===== config.mk =====
export PLATFORM = sky130hd
export DESIGN_NAME = nn_loader
export DESIGN_NICKNAME = d
export VERILOG_FILES = /design/src/rtl/nn_pkg.sv /design/src/rtl/nn_addr_counter.sv /design/src/rtl/nn_loader.sv
export SDC_FILE = /design/constraint.sdc
export NUM_CORES = 1
export LEC_CHECK = 0
export CAP_MARGIN = 30
export CELL_PAD_IN_SITES_DETAIL_PLACEMENT = 0
export CELL_PAD_IN_SITES_GLOBAL_PLACEMENT = 2
export CORE_ASPECT_RATIO = 1.4
export CORE_UTILIZATION = 28
export CTS_BUF_LIST = sky130_fd_sc_hd__clkbuf_4 sky130_fd_sc_hd__clkbuf_8 sky130_fd_sc_hd__clkbuf_16
export CTS_CLUSTER_SIZE = 14
export DETAILED_ROUTE_END_ITERATION = 8
export PLACE_DENSITY_LB_ADDON = 0.25
export RECOVER_POWER = 100
export SYNTH_ARGS = -nofsm -noshare
export SYNTH_HDL_FRONTEND = slang
export SYNTH_HIERARCHICAL = 1
export SYNTH_SLANG_ARGS = --single-unit

===== constraint.sdc =====
create_clock -name clk -period 2.39 [get_ports clk]
set_input_delay 0.478 -clock clk [delete_from_list [all_inputs] [get_ports clk]]
set_output_delay 0.478 -clock clk [all_outputs]
set_load 0.005 [all_outputs]

===== src/rtl/nn_pkg.sv =====
// Shared types and constants for the network weight/input loader.
package nn_pkg;

  typedef enum logic [1:0] {
    IDLE   = 2'd0,
    LOAD_W = 2'd1,
    LOAD_X = 2'd2,
    DONE   = 2'd3
  } nn_state_e;

  localparam logic CMD_WEIGHTS = 1'b0;
  localparam logic CMD_INPUTS  = 1'b1;

endpackage


===== src/rtl/nn_addr_counter.sv =====
// Node/layer write-address counter; node wraps per layer, layer advances only in weight loads.
module nn_addr_counter #(
  parameter int unsigned LAYER_SIZE  = 3,
  parameter int unsigned LAYER_DEPTH = 2,
  localparam int unsigned AW_L = $clog2(LAYER_DEPTH),
  localparam int unsigned AW_N = $clog2(LAYER_SIZE)
) (
  input  logic            clk,
  input  logic            rst,
  input  logic            clear,
  input  logic            step,
  input  logic            wrap_layer,
  output logic [AW_N-1:0] node,
  output logic [AW_L-1:0] layer,
  output logic            last
);

  logic node_max;
  logic layer_max;

  assign node_max  = (node == AW_N'(LAYER_SIZE - 1));
  assign layer_max = (layer == AW_L'(LAYER_DEPTH - 1));
  // Input loads fill a single layer, so the last node alone ends them.
  assign last      = node_max && (layer_max || !wrap_layer);

  // Counter update: clear on command, advance on each accepted beat.
  always_ff @(posedge clk) begin
    if (rst || clear) begin
      node  <= '0;
      layer <= '0;
    end else if (step) begin
      if (node_max) begin
        node <= '0;
        if (wrap_layer) begin
          layer <= layer + AW_L'(1);
        end
      end else begin
        node <= node + AW_N'(1);
      end
    end
  end

endmodule


===== src/rtl/nn_loader.sv =====
// Streams weight or input words into the network memories, one write per accepted beat.
module nn_loader
  import nn_pkg::*;
#(
  parameter int unsigned LAYER_SIZE  = 3,
  parameter int unsigned LAYER_DEPTH = 2,
  parameter int unsigned BIT_SIZE    = 8,
  localparam int unsigned AW_L = $clog2(LAYER_DEPTH),
  localparam int unsigned AW_N = $clog2(LAYER_SIZE)
) (
  input  logic                clk,
  input  logic                rst,
  input  logic                cmd_valid,
  input  logic                cmd_type,
  output logic                cmd_ready,
  input  logic                abort,
  input  logic                s_valid,
  input  logic [BIT_SIZE-1:0] s_data,
  output logic                s_ready,
  output logic                weight_write_enable,
  output logic                input_write_enable,
  output logic [AW_L-1:0]     addr_layer,
  output logic [AW_N-1:0]     addr_node,
  output logic [BIT_SIZE-1:0] data_out,
  output logic                input_select,
  output logic                busy,
  output logic                done
);

  nn_state_e       state;
  nn_state_e       state_nxt;
  logic            is_load;
  logic            handshake;
  logic            accept;
  logic            load_inputs;
  logic [AW_N-1:0] cnt_node;
  logic [AW_L-1:0] cnt_layer;
  logic            cnt_last;

  assign is_load   = (state == LOAD_W) || (state == LOAD_X);
  assign cmd_ready = (state == IDLE) && !rst;
  assign s_ready   = is_load && !abort && !rst;
  assign handshake = cmd_valid && cmd_ready;
  assign accept    = s_valid && s_ready;
  assign busy      = (state != IDLE);
  assign done      = (state == DONE);

  nn_addr_counter #(
    .LAYER_SIZE  (LAYER_SIZE),
    .LAYER_DEPTH (LAYER_DEPTH)
  ) u_addr_counter (
    .clk        (clk),
    .rst        (rst),
    .clear      (handshake),
    .step       (accept),
    .wrap_layer (state == LOAD_W),
    .node       (cnt_node),
    .layer      (cnt_layer),
    .last       (cnt_last)
  );

  // State register.
  always_ff @(posedge clk) begin
    if (rst) begin
      state <= IDLE;
    end else begin
      state <= state_nxt;
    end
  end

  // Next-state decode; abort wins over a final beat since no beat is accepted under abort.
  always_comb begin
    state_nxt = state;
    case (state)
      IDLE: begin
        if (handshake) begin
          state_nxt = (cmd_type == CMD_INPUTS) ? LOAD_X : LOAD_W;
        end
      end
      LOAD_W, LOAD_X: begin
        if (abort) begin
          state_nxt = IDLE;
        end else if (accept && cnt_last) begin
          state_nxt = DONE;
        end
      end
      DONE:    state_nxt = IDLE;
      default: state_nxt = IDLE;
    endcase
  end

  // Registered write port: strobe, address and data follow the accepted beat by one cycle.
  always_ff @(posedge clk) begin
    if (rst) begin
      weight_write_enable <= 1'b0;
      input_write_enable  <= 1'b0;
      addr_layer          <= '0;
      addr_node           <= '0;
      data_out            <= '0;
    end else begin
      weight_write_enable <= accept && (state == LOAD_W);
      input_write_enable  <= accept && (state == LOAD_X);
      if (accept) begin
        addr_layer <= cnt_layer;
        addr_node  <= cnt_node;
        data_out   <= s_data;
      end
    end
  end

  // Load-mode memory and input_select: cleared when an input load starts, set once it completes.
  always_ff @(posedge clk) begin
    if (rst) begin
      load_inputs  <= 1'b0;
      input_select <= 1'b0;
    end else begin
      if (handshake) begin
        load_inputs <= cmd_type;
      end
      if (handshake && (cmd_type == CMD_INPUTS)) begin
        input_select <= 1'b0;
      end else if ((state == DONE) && load_inputs) begin
        input_select <= 1'b1;
      end
    end
  end

endmodule


* Word level (Yosys, flattened, before mapping)
Cells that the tools add are included.
** Storage, ports and cells
- Memory bits (writable) :: 0
- Memories kept :: 0
- Output and inout bits :: 18
- Bits in read-only memories :: 0
- Input bits :: 14
- Register bits :: 20
- Latch bits :: 0
** Cells by class
- Divide/modulo/power cells :: 0
- $lt $le $gt $ge :: 0
- Add/sub/neg operators :: 2
- Multiply operators :: 0
- Bitwise gates (word level) :: 0
- Equal/unequal tests :: 6
- Shift-type cells :: 0
- Mux-type cells :: 6
- Reductions and logical operators :: 23
** Operators by type and width (number)
- logical AND 1 bit :: 11
- 2-to-1 mux 2 bit :: 5
- == test 2 bit, second input constant :: 3
- case mux 2 bit (3 select lines) :: 1
- OR reduction 2 bit :: 2
- zero test 1 bit :: 3
- logical OR 1 bit :: 3
- inequality test 3 bit, second input constant :: 1
- AND reduction 3 bit :: 1
- adder 2 x 1 -> 2 bit, second input constant :: 1
- == test 2 x 1 -> 1 bit, second input constant :: 1
- zero test 2 bit :: 1
- inequality test 2 bit, second input constant :: 1
- AND reduction 2 bit :: 1
- nonzero test 2 bit :: 1
- adder 1 bit, second input constant :: 1

* Logic depth before layout (Yosys ltp)
- Depth in word-level cells :: 9
- Mapped depth :: 7

* Cells and area by module
Netlist, hierarchy kept.
** Modules (own cells, without submodules)
- nn_loader :: seq. area each 340.3 µm², area each 889.6 µm², cells an instance 84, instances 1
- nn_addr_counter :: seq. area each 60.1 µm², area each 155.1 µm², cells an instance 15, instances 1

* Worst setup path after synthesis
OpenSTA, ideal clock, no wires.
- Path kind :: register -> register
- Start point :: register state[0]
- End point :: register u_addr_counter.node[0]
- Setup time :: 0.079 ns
- Required time :: 2.311 ns
- Stages on the path, launching flop included :: 7
- Slack :: 0.572 ns
- Arrival time :: 1.739 ns
- Cell sequence :: dfxtp_1 > inv_1 > ha_1 > and4bb_4 > buf_8 > or3b_1 > a211oi_2
** On the way
- Longest elaborated chain between the ends :: 5
** Ends and longest elaborated chain
- start: declaration :: line nn_loader.sv:30 : nn_state_e state;
- start signal: assignment :: line nn_loader.sv:67 : state <= state_nxt;
- == test 2 x 1 -> 1 bit or == test 2 bit (tied branches) :: line nn_loader.sv:40 : assign is_load = (state == LOAD_W) || (state == LOAD_X);
- logical OR 1 bit (*) :: line nn_loader.sv:40
- logical AND 1 bit (*) (2 in a row) :: line nn_loader.sv:42 : assign s_ready = is_load && !abort && !rst;
- logical AND 1 bit (*) :: line nn_loader.sv:44 : assign accept = s_valid && s_ready;
- named net accept :: line nn_loader.sv:34 : logic accept;
- end signal: assignment :: line nn_addr_counter.sv:38 : node <= node + AW_N'(1);
- end: declaration :: line nn_addr_counter.sv:13 : output logic [AW_N-1:0] node,
Mark *: on every way through the listed nets, which the timed path passes. The rest lies on a longest branch.
A chain may end at the register's enable or synchronous reset.

* Worst setup path after layout
- Start point :: input port rst
- End point :: output port cmd_ready
** On the way
- Longest elaborated chain between the ends :: 2
** Ends and longest elaborated chain
- start: declaration :: line nn_loader.sv:12 : input logic rst,
- zero test 1 bit :: line nn_loader.sv:41 : assign cmd_ready = (state == IDLE) && !rst;
- logical AND 1 bit :: line nn_loader.sv:41
- end: declaration :: line nn_loader.sv:15 : output logic cmd_ready,
No other way between the ends.

==> reports/metrics.yaml <==
die_w_um: 53.6
worstMarginPinSlew_ps: 624
drc: 0
syn2layout_area_growth_pct: 34.0
switchingPower_uw: 349
combPwrFrac_pct: 41.4
fin_util_pct: 40.3
crit_top_cell: "dlygate4sd3_1"
worstPathArrival_ps: 1820
yosysMostFrequentCell: "dfxtp_1"
hold_ws_ps: 464
ioPinCount: 32
die_h_um: 74.3
synth_compound_area_share_pct: 17.4
finClkSkew_ps: 1.91
netSwitchingFraction_pct: 32.4
yosysWarnings: 6
viasPerCell: 4.66
cpPeakStageDelay_ps: 640
finalWirelength_mm: 2.13
synth_xor_area_share_pct: 0
hold_class: "reg2reg"
p_leak_uw: 0.000550
critPathRequiredTime_ps: 1910
grt_max_degree: 16
yosys.area_share.simple_pct: 30.4
netlist_instances: 99
drv_cap: 0
ys_async_sr_fraction_pct: 0
cts_tree: "yes"
cts_buffer_depth: 2
drtIter0Drc: 19
slew_viol_final: 0
clock_latency_ps: 250
diodes: 0
multi_input_area_um2: 561
syn_area_per_cell_um2: 10.6
grt_overflow: 0
post-dp-hpwl_mm: 1.63
drt-wirelength-per-cell_um: 12.3
cp_max_fo: 6
synth_mux_area_share_pct: 2.04
outcome: "completed"
dr.pass1.iters: 2
synth_top_family_by_area: "simple AND/OR/NAND/NOR gates"
core_area_um2: 3470
first_global_vias: 796
met3_usage_pct: 1.84
irDropWorstVdd_uv: 507
synth_cell_type_count: 30
setup_viol: 0
via_count: 807
finalCriticalPeriod_ps: 2300
busiest_layer: "met2"
tns_ps: 0
syn-cell-area_um2: 1040
path_cells: "dlygate4sd3_1, nor2_1, dlygate4sd3_1"
seq_area_um2: 403
cts_setup_buffers: 0
critical_path_class: "in2out"
synth_commonest_cells: "dfxtp_1, nand2_2, o21ai_2"
rsz0062_at_grt: "no"
synth-main-ff-cell: "dfxtp_1"
grt_use_met1_pct: 13.8
clock_power_share_pct: 19.7
cp-end-kind: "output port"
cts-buffers-inserted: 3
antenna_found_initial: 0
initial_core_util_pct: 30.1
clk_pin_slew_ps: 70
clock-sinks: 20
ys_ff_latch: 20
synth_fa_ha_area_share_pct: 5.99
rows: 25
synth_area_leader_cell: "dfxtp_1"
grt_pass1_wl_mm: 3.44
fin_crit_sh_pct: 96.2
p_int_uw: 729
yosysTopAreaCellShare_pct: 38.3
grt.met2_usage_pct: 20.7
nFillCells: 347
drive_gt1_share_pct: 27.1
place.gp.congestion: 0.732
final_nets: 154
p_seq_share_pct: 38.9
netlist_top_cells_area: "dfxtp_1, o21ai_2, nand2_2"
cts_max_level: 1
die_area_um2: 3980
worstSetupStartpointType: "primary input"
slowest_stage: "dlygate4sd3_1"
grtUsageTotal_pct: 11.7
synth_enable_flop_cells: 0
yosysSeqAreaShare_pct: 38.3
drtAntennaViolNets: 0
synth_fp_nets: 118
max_freq_mhz: 435
relSlewSlack_pct: 58.4
io_buffers: 31
powerDensity_nw_per_um2: 770
root_buffer: "clkbuf_8"
finalHoldViolCount: 0
area by class of cell:
cell class | instances | area share [%]
clock buffers | 3 | 2.95
inverters | 4 | 1.07
multi-input cells | 71 | 40.0
flip-flops and latches | 20 | 28.8
well taps | 40 | 3.57
repair buffers | 35 | 23.6
through the flow:
| step | area (um^2) | std cells | setup WS [ps] | total power [uW] |
|---|---|---|---|---|
| final | 1400 | 173 | 91.8 | 1080 |
| after global routing | 1400 | 173 | 29.3 | 1160 |
| after floorplan | 1040 | 99 | 572 | 707 |
| after detailed placement | 1390 | 170 | 132 | 891 |
| after global placement | 1390 | 170 | 149 | 883 |
| after CTS | 1430 | 173 | 11.7 | 1110 |
metal layers:
metal  vias to the layer above  share of wire [%]  wire, um
li1                        412                  -         -
met5                         -                  0         0
met3                         2                3.1        67
met1                       378                 43       912
met2                        15                 53      1140
met4                         0               0.75        16
kinds of logic (layout without fill, tap and decap cells):
| kind of cell | Yosys count | in the layout |
|---|---|---|
| DFF | 20 | 20 |
| and+or+nand+nor | 45 | 45 |
| adders and majority gates | 5 | 5 |
| buffers and inverters | 8 | 42 |
| muxes | 2 | 2 |
| AOI/OAI and AO/OA | 19 | 19 |
flip-flops by register name, indices dropped and copies added (netlist names):
signal / count
addr_node: 2
input_select: 1
state: 2
input_write_enable: 1
addr_layer: 1
data_out: 8
u_addr_counter/layer: 1
weight_write_enable: 1
load_inputs: 1
u_addr_counter/node: 2
critical path, delay by kind of cell:
family / cells / cell delay (ps)
simple gates: 1 / 130
buf+inv: 2 / 1210
cells in the final DEF (no fill, tap or decap), types with 3 or more instances in the layout:
master,synthesis,routed
o21ai_2,11,7
dlygate4sd3_1,0,17
nand2b_2,7,7
dfxtp_1,20,18
nor2_1,3,3
ha_1,5,4
clkdlybuf4s50_1,0,14
nand2b_1,6,6
nor3_1,3,3
clkbuf_8,0,3
nand2_2,11,8
nand2_1,0,3
o21ai_0,0,4
final timing paths:
| path | from | end | slack, ps | cells past startpoint |
|---|---|---|---|---|
| worst max register to register | state[1]$_SDFFE_PP0P_ | state[0]$_SDFFE_PP0P_ | 560 | 7 |
| worst max-delay path | rst | cmd_ready | 90 | 3 |
| worst min-delay path | data_out[5]$_SDFFE_PP0N_ | data_out[5]$_SDFFE_PP0N_ | 460 | 2 |
| worst min register to register | data_out[5]$_SDFFE_PP0N_ | data_out[5]$_SDFFE_PP0N_ | 460 | 2 |
power by group through the flow:
stage,combinational (uW),clock (uW),sequential [uW]
floorplan,289,0,418
global placement,464,0,419
detailed placement,469,0,422
CTS,471,221,418
global route,508,231,426
finish,447,212,420
what timing repair did:
action | in CTS | in global routing
gates resized for setup | 2 | 3
endpoints found under the setup margin | 1 | 1
hold buffers | 0 | 0
Power figures use the tool's default switching activity.
